[src/rtl/pipe_sequencer.sv]
// pipe_sequencer
// Host-facing sequencer for a 5-stage pipeline. It accepts host commands
// (LOAD a register, RUN, single STEP, HALT/pause), generates the fetch and
// pipeline-advance enables, freezes fetch when the halt instruction reaches
// IF/ID, drains the back end for a fixed number of cycles, and then parks in
// HALTED until reset.
//
// Ports
//   i_clk         clock, rising-edge active
//   i_rst         asynchronous reset, active low
//   i_cmd_valid   host command valid
//   o_cmd_ready   sequencer can take a command this cycle
//   i_cmd_op      00 LOAD, 01 RUN, 10 STEP, 11 HALT
//   i_cmd_reg     LOAD target register
//   i_cmd_data    LOAD data
//   i_instr       instruction currently in IF/ID
//   o_pc_we       PC write enable
//   o_if_id_we    IF/ID latch write enable
//   o_pipe_en     advance enable for ID/EX, EX/MEM, MEM/WB
//   o_wb_rf_webn  register-file write strobe (1 = write)
//   o_wb_data     register-file write data
//   o_reg_dst     register-file write address
//   o_cycle_cnt   saturating count of cycles with o_pipe_en = 1
//   o_state       IDLE=0 LOAD=1 RUN=2 STEP=3 DRAIN=4 HALTED=5
//   o_halted      halt reached and pipeline drained
module pipe_sequencer #(
  parameter int                 NB_BITS      = 32,
  parameter int                 NB_REG       = 5,
  parameter int                 NB_CNT       = 32,
  parameter int                 DRAIN_CYCLES = 4,
  parameter logic [NB_BITS-1:0] HALT_WORD    = {NB_BITS{1'b1}}
) (
  input  logic               i_clk,
  input  logic               i_rst,
  input  logic               i_cmd_valid,
  output logic               o_cmd_ready,
  input  logic [1:0]         i_cmd_op,
  input  logic [NB_REG-1:0]  i_cmd_reg,
  input  logic [NB_BITS-1:0] i_cmd_data,
  input  logic [NB_BITS-1:0] i_instr,
  output logic               o_pc_we,
  output logic               o_if_id_we,
  output logic               o_pipe_en,
  output logic               o_wb_rf_webn,
  output logic [NB_BITS-1:0] o_wb_data,
  output logic [NB_REG-1:0]  o_reg_dst,
  output logic [NB_CNT-1:0]  o_cycle_cnt,
  output logic [2:0]         o_state,
  output logic               o_halted
);

  typedef enum logic [2:0] {
    ST_IDLE   = 3'd0,
    ST_LOAD   = 3'd1,
    ST_RUN    = 3'd2,
    ST_STEP   = 3'd3,
    ST_DRAIN  = 3'd4,
    ST_HALTED = 3'd5
  } state_t;

  localparam logic [1:0] OP_LOAD = 2'b00;
  localparam logic [1:0] OP_RUN  = 2'b01;
  localparam logic [1:0] OP_STEP = 2'b10;
  localparam logic [1:0] OP_HALT = 2'b11;

  localparam logic [3:0] LAST_FROZEN = 4'(DRAIN_CYCLES);

  state_t             state;
  state_t             state_next;
  logic [3:0]         drain_cnt;
  logic [3:0]         drain_cnt_next;
  logic               load_to_halted;
  logic               load_to_halted_next;
  logic               capture;
  logic [NB_BITS-1:0] wb_data;
  logic [NB_REG-1:0]  reg_dst;
  logic [NB_CNT-1:0]  cycle_cnt;
  logic               cmd_ready;
  logic               accept;
  logic               halt_seen;
  logic               pc_we;
  logic               if_id_we;
  logic               pipe_en;
  logic               wb_we;
  logic               halted;

  // Ready is gated by reset directly so it reads 0 while reset is held,
  // even though the state register already shows IDLE.
  assign cmd_ready = i_rst && ((state == ST_IDLE) || (state == ST_RUN) ||
                               (state == ST_HALTED));
  assign accept    = i_cmd_valid && cmd_ready;
  assign halt_seen = (i_instr == HALT_WORD);

  // State register, LOAD capture registers and the saturating cycle counter.
  always_ff @(posedge i_clk or negedge i_rst) begin
    if (!i_rst) begin
      state          <= ST_IDLE;
      drain_cnt      <= 4'd0;
      load_to_halted <= 1'b0;
      wb_data        <= '0;
      reg_dst        <= '0;
      cycle_cnt      <= '0;
    end else begin
      state          <= state_next;
      drain_cnt      <= drain_cnt_next;
      load_to_halted <= load_to_halted_next;
      if (capture) begin
        wb_data <= i_cmd_data;
        reg_dst <= i_cmd_reg;
      end
      if (pipe_en && (cycle_cnt != '1)) begin
        cycle_cnt <= cycle_cnt + NB_CNT'(1);
      end
    end
  end

  // Next-state and enable generation. The halt word gates fetch off in the
  // same cycle it is seen and wins over a HALT command arriving alongside it.
  // drain_cnt holds the number of frozen cycles already completed, the
  // detection cycle being the first.
  always_comb begin
    state_next          = state;
    drain_cnt_next      = drain_cnt;
    load_to_halted_next = load_to_halted;
    capture             = 1'b0;
    pc_we               = 1'b0;
    if_id_we            = 1'b0;
    pipe_en             = 1'b0;
    wb_we               = 1'b0;
    halted              = 1'b0;

    case (state)
      ST_IDLE: begin
        if (accept) begin
          case (i_cmd_op)
            OP_LOAD: begin
              capture             = 1'b1;
              load_to_halted_next = 1'b0;
              state_next          = ST_LOAD;
            end
            OP_RUN:  state_next = ST_RUN;
            OP_STEP: state_next = ST_STEP;
            default: state_next = ST_IDLE;
          endcase
        end
      end

      ST_LOAD: begin
        wb_we      = (reg_dst != '0);
        state_next = load_to_halted ? ST_HALTED : ST_IDLE;
      end

      ST_RUN, ST_STEP: begin
        pipe_en = 1'b1;
        if (halt_seen) begin
          drain_cnt_next = 4'd1;
          state_next     = (DRAIN_CYCLES == 1) ? ST_HALTED : ST_DRAIN;
        end else begin
          pc_we    = 1'b1;
          if_id_we = 1'b1;
          if (state == ST_STEP) begin
            state_next = ST_IDLE;
          end else if (accept && (i_cmd_op == OP_HALT)) begin
            state_next = ST_IDLE;
          end
        end
      end

      ST_DRAIN: begin
        pipe_en        = 1'b1;
        drain_cnt_next = drain_cnt + 4'd1;
        if (drain_cnt_next == LAST_FROZEN) begin
          state_next = ST_HALTED;
        end
      end

      ST_HALTED: begin
        halted = 1'b1;
        if (accept && (i_cmd_op == OP_LOAD)) begin
          capture             = 1'b1;
          load_to_halted_next = 1'b1;
          state_next          = ST_LOAD;
        end
      end

      default: state_next = ST_IDLE;
    endcase
  end

  assign o_cmd_ready  = cmd_ready;
  assign o_pc_we      = pc_we;
  assign o_if_id_we   = if_id_we;
  assign o_pipe_en    = pipe_en;
  assign o_wb_rf_webn = wb_we;
  assign o_wb_data    = wb_data;
  assign o_reg_dst    = reg_dst;
  assign o_cycle_cnt  = cycle_cnt;
  assign o_state      = state;
  assign o_halted     = halted;

endmodule

[config.mk]
export PLATFORM = sky130hd
export DESIGN_NAME = pipe_sequencer
export DESIGN_NICKNAME = d
export VERILOG_FILES = /design/src/rtl/pipe_sequencer.sv
export SDC_FILE = /design/constraint.sdc
export NUM_CORES = 1
export LEC_CHECK = 0
export CORE_UTILIZATION = 46
export DETAILED_ROUTE_END_ITERATION = 8
export GPL_ROUTABILITY_DRIVEN = 0
export GPL_TIMING_DRIVEN = 0
export PLACE_DENSITY_LB_ADDON = 0.15
export SYNTH_ARGS = -nofsm -noshare
export SYNTH_HDL_FRONTEND = slang
export SYNTH_SLANG_ARGS = --single-unit
[constraint.sdc]
create_clock -name i_clk -period 4.9 [get_ports i_clk]
set_input_delay 0.98 -clock i_clk [delete_from_list [all_inputs] [get_ports i_clk]]
set_output_delay 0.98 -clock i_clk [all_outputs]
set_load 0.01 [all_outputs]
==> impl.org <==
** Worst setup path
- Endpoint required time on the critical path :: 3.92 ns
- The worst setup path is of the in2out kind.
- Crit Path Max Fanout :: 2
- The worst setup path is launched from a primary input.
- STA classifies the critical path endpoint as an output port.
- Data arrival, critical path :: 2.94 ns

** Run
- Max-cap violations :: 0

** STA
- Setup violations remaining at the end of the flow were counted as 0.
- Of the available clock period, the critical path in the final layout requires 80.0%.
- Setup repair after global routing left no endpoint under its margin.
- For the final database, setup skew stands at 0.00961 ns.
- After routing, the total negative slack on setup checks comes to 0 ns.
- Max-slew headroom :: 54.9%
- Number of max-slew violations in the final report :: 0
- Across all setup checks in the final design, the least slack found is 0.981 ns.
- For the pin with the worst max-slew slack, the measured transition is 0.672 ns.
- The hold violation count in the final report was 0.
- Based on the critical path, the design can be clocked at up to 255 MHz.
- Clock period minus worst slack :: 3.92 ns

** Drt
- Initial drt markers :: 97
- Average vias per placed instance :: 5.19
- Count of unresolved DRC violations after routing :: 0
- The pre-antenna-repair detailed-routing pass consisted of 4 iterations.
- Wire length per cell :: 15.1 um
- Final WL :: 8620 um
- Routed vias :: 2971
- Detail Route Antenna Nets :: 0

** Placed design
- Worst slack at placement :: 0.964 ns
- Buffers placed on the I/O ports in this run total 151.
- Cell Area, Placed :: 5250 um2
- The wire-length estimate of the detail-placed layout is 6640 um.

** Global route
- Vias in the first global route :: 3006
- Global routing used 22.7% of the available tracks.
- Wire length of the first global-routing pass :: 14600 um
- The number of antenna violations at the first check in global routing was 0.
- For this run the aggregate overflow at the end of global routing stands at 0.
- Pin count of the biggest net entering global routing :: 64

** Power and ir drop
- Post-layout power :: 0.00241 W
- Power per unit of standard cell area :: 442 nW/um2
- Leak Pwr :: 2.30 nW
- The worst-case IR drop observed on VDD is 306 uV.

** Yosys
- Yosys printed 0 warnings.
- The top cell type by area accounts for 53.7% of the synthesized area.
- Synthesized instance count :: 306
- Largest area contributor in the synthesized netlist :: dfrtp_1
- Summing the sequential cell areas from Yosys gives 53.7% of the chip area.
- Summing every instance area after synthesis gives 3590 um2.
- Synthesis produced a netlist with a net count of 386.
- In this run, synthesis produced a sequential element count of 77.
- Yosys attributes the largest share of cell area to dfrtp_1 (54%), mux2_2 (11%), xnor2_1 (5.4%), nand4_1 (3.1%), xor2_1 (2.7%).
- The average instance in the mapped netlist occupies 11.7 um2.
- Yosys mapped the design onto 41 distinct sky130hd cell types.

** Clocking
- Clock Tree Buf Depth :: 2
- Hold repair after CTS inserted 0 buffers.
- TritonCTS buffer count :: 9
- After clock tree synthesis, the setup repair step added 0 buffers.
- H-tree depth reported by CTS :: 3
- Clock tree from TritonCTS :: yes
- Clock root cell :: clkbuf_8
- Clock-pin slew was measured on the worst setup and hold paths at 0.08 ns.
- The clock reaches the later pin of the worst-skew pair after 0.34 ns.
- Clock tree synthesis found a total of 77 sinks.
- Post_cts resized :: 0

** Floorplan
- The floorplan step defined a core boundary enclosing 7410 um2.
- The floorplan step defined a die boundary enclosing 8150 um2.
- In this run the vertical extent of the chip is 90.3 um.
- Initial core utilization :: 48.4%
- In this run the count of I/O pins placed on the die edge is 152.
- The die is 90.3 um wide.
- The floorplan has 31 rows.

** Min path
- The min-delay analysis places its worst path in the category reg2reg.

** Cells and area
- Antenna Diode Count :: 0
- NumNets Final :: 549
- Design area :: 5460 um2
- Relative to the synthesized area, the layout overhead comes to 52.2%.
- Utilization after layout :: 73.7%
- Fraction of final layout cells sized beyond drive strength 1 :: 13.7%

** Outcome
- Run status :: complete, no violations
## worst paths after layout
kind | end | slack [ns] | depth (start not counted) | startpoint
max | o_pc_we | 0.98 | 8 | i_instr[30]
min reg2reg | o_wb_data[8] | 0.49 | 1 | o_wb_data[8]
min in group asynchronous | o_wb_data[10] | 0.50 | 1 | i_rst
max in group asynchronous | o_cycle_cnt[0] | 3.82 | 2 | i_rst
min | o_wb_data[8] | 0.49 | 1 | o_wb_data[8]
max reg2reg | o_wb_data[28] | 2.54 | 5 | o_state[0]
## area by class of cell
class / count / area, um2
multi-input cells: 213 / 1590
inverters: 9 / 33.8
fillers: 531 / 1950
well taps: 99 / 124
clock inverters: 5 / 85.1
flip-flops and latches: 77 / 1930
repair buffers: 152 / 1540
clock buffers: 10 / 128
plain buffers: 7 / 36.3
## state kept, by name (all words and copies together), names as in the netlist
signal          flops
o_cycle_cnt        32
o_wb_data          32
load_to_halted      1
o_state             3
drain_cnt           4
o_reg_dst           5
## per-layer routing
layer | GRT usage (%) | share of wire [%]
met5 | 0 | 0
met4 | 7.26 | 1.5
met1 | 28.9 | 42
met3 | 4.88 | 4.2
met2 | 38.5 | 52
## synth_stat cells, drive strengths merged
cell type,instances
nand2,22
nand4,18
a2111o,1
o21ai,4
a31oi,4
or3b,1
o22ai,2
nor3b,1
or2,2
and3,11
nor2,18
nor4b,2
a211o,1
mux2,38
o21a,1
and4,1
nand2b,3
dfrtp,77
o2bb2ai,1
or3,1
a21oi,7
nor2b,1
nor4,5
a2111oi,1
and2,1
xnor2,22
buf,7
a22o,2
ha,6
inv,9
nor3,7
nand3,17
xor2,11
or4,1
## cells in the final DEF, fill, tap and decap left out, types with 7 or more instances in the layout
cell	n
nor2_1	18
mux2_2	34
nand4_1	18
a21oi_1	7
xnor2_1	22
clkbuf_8	9
xor2_1	11
nand2_1	22
clkdlybuf4s50_1	150
dfrtp_1	77
nand3_1	17
inv_1	9
and3_1	11
## worst max-delay path, cell delays in order
cell             delay (ns)
clkdlybuf4s50_1        0.47
nand4_1                0.10
nor4_1                 0.47
nand2_1                0.14
nand2_1                0.12
nor2_1                 0.06
buf_4                  0.13
clkdlybuf4s50_1        0.46
## per-stage QoR
stage               cells  hold WS (ns)
floorplan             306         0.511
global placement      556         0.467
detailed placement    557         0.477
CTS                   572         0.496
global route          572         0.498
finish                572         0.491
## kinds of logic (layout without fill, tap and decap cells)
logic type                 after synthesis  after routing  share of synthesized area, %
AOI/OAI and AO/OA                       24             24                          5.02
xor gates and xnor gates                33             33                          8.06
adders and majority gates                6              6                          2.09
buffers and inverters                   16            183                          1.95
DFF                                     77             77                          53.7
muxes                                   38             38                          11.9
and+or+nand+nor                        112            112                          17.2
## power breakdown
part | switching (W) | total [W] | internal (W)
Clock | 0.000227 | 0.000514 | 0.000287
Sequential | 0.000137 | 0.000971 | 0.000835
Combinational | 0.000349 | 0.000925 | 0.000577
(Power assumes the default switching activity.)
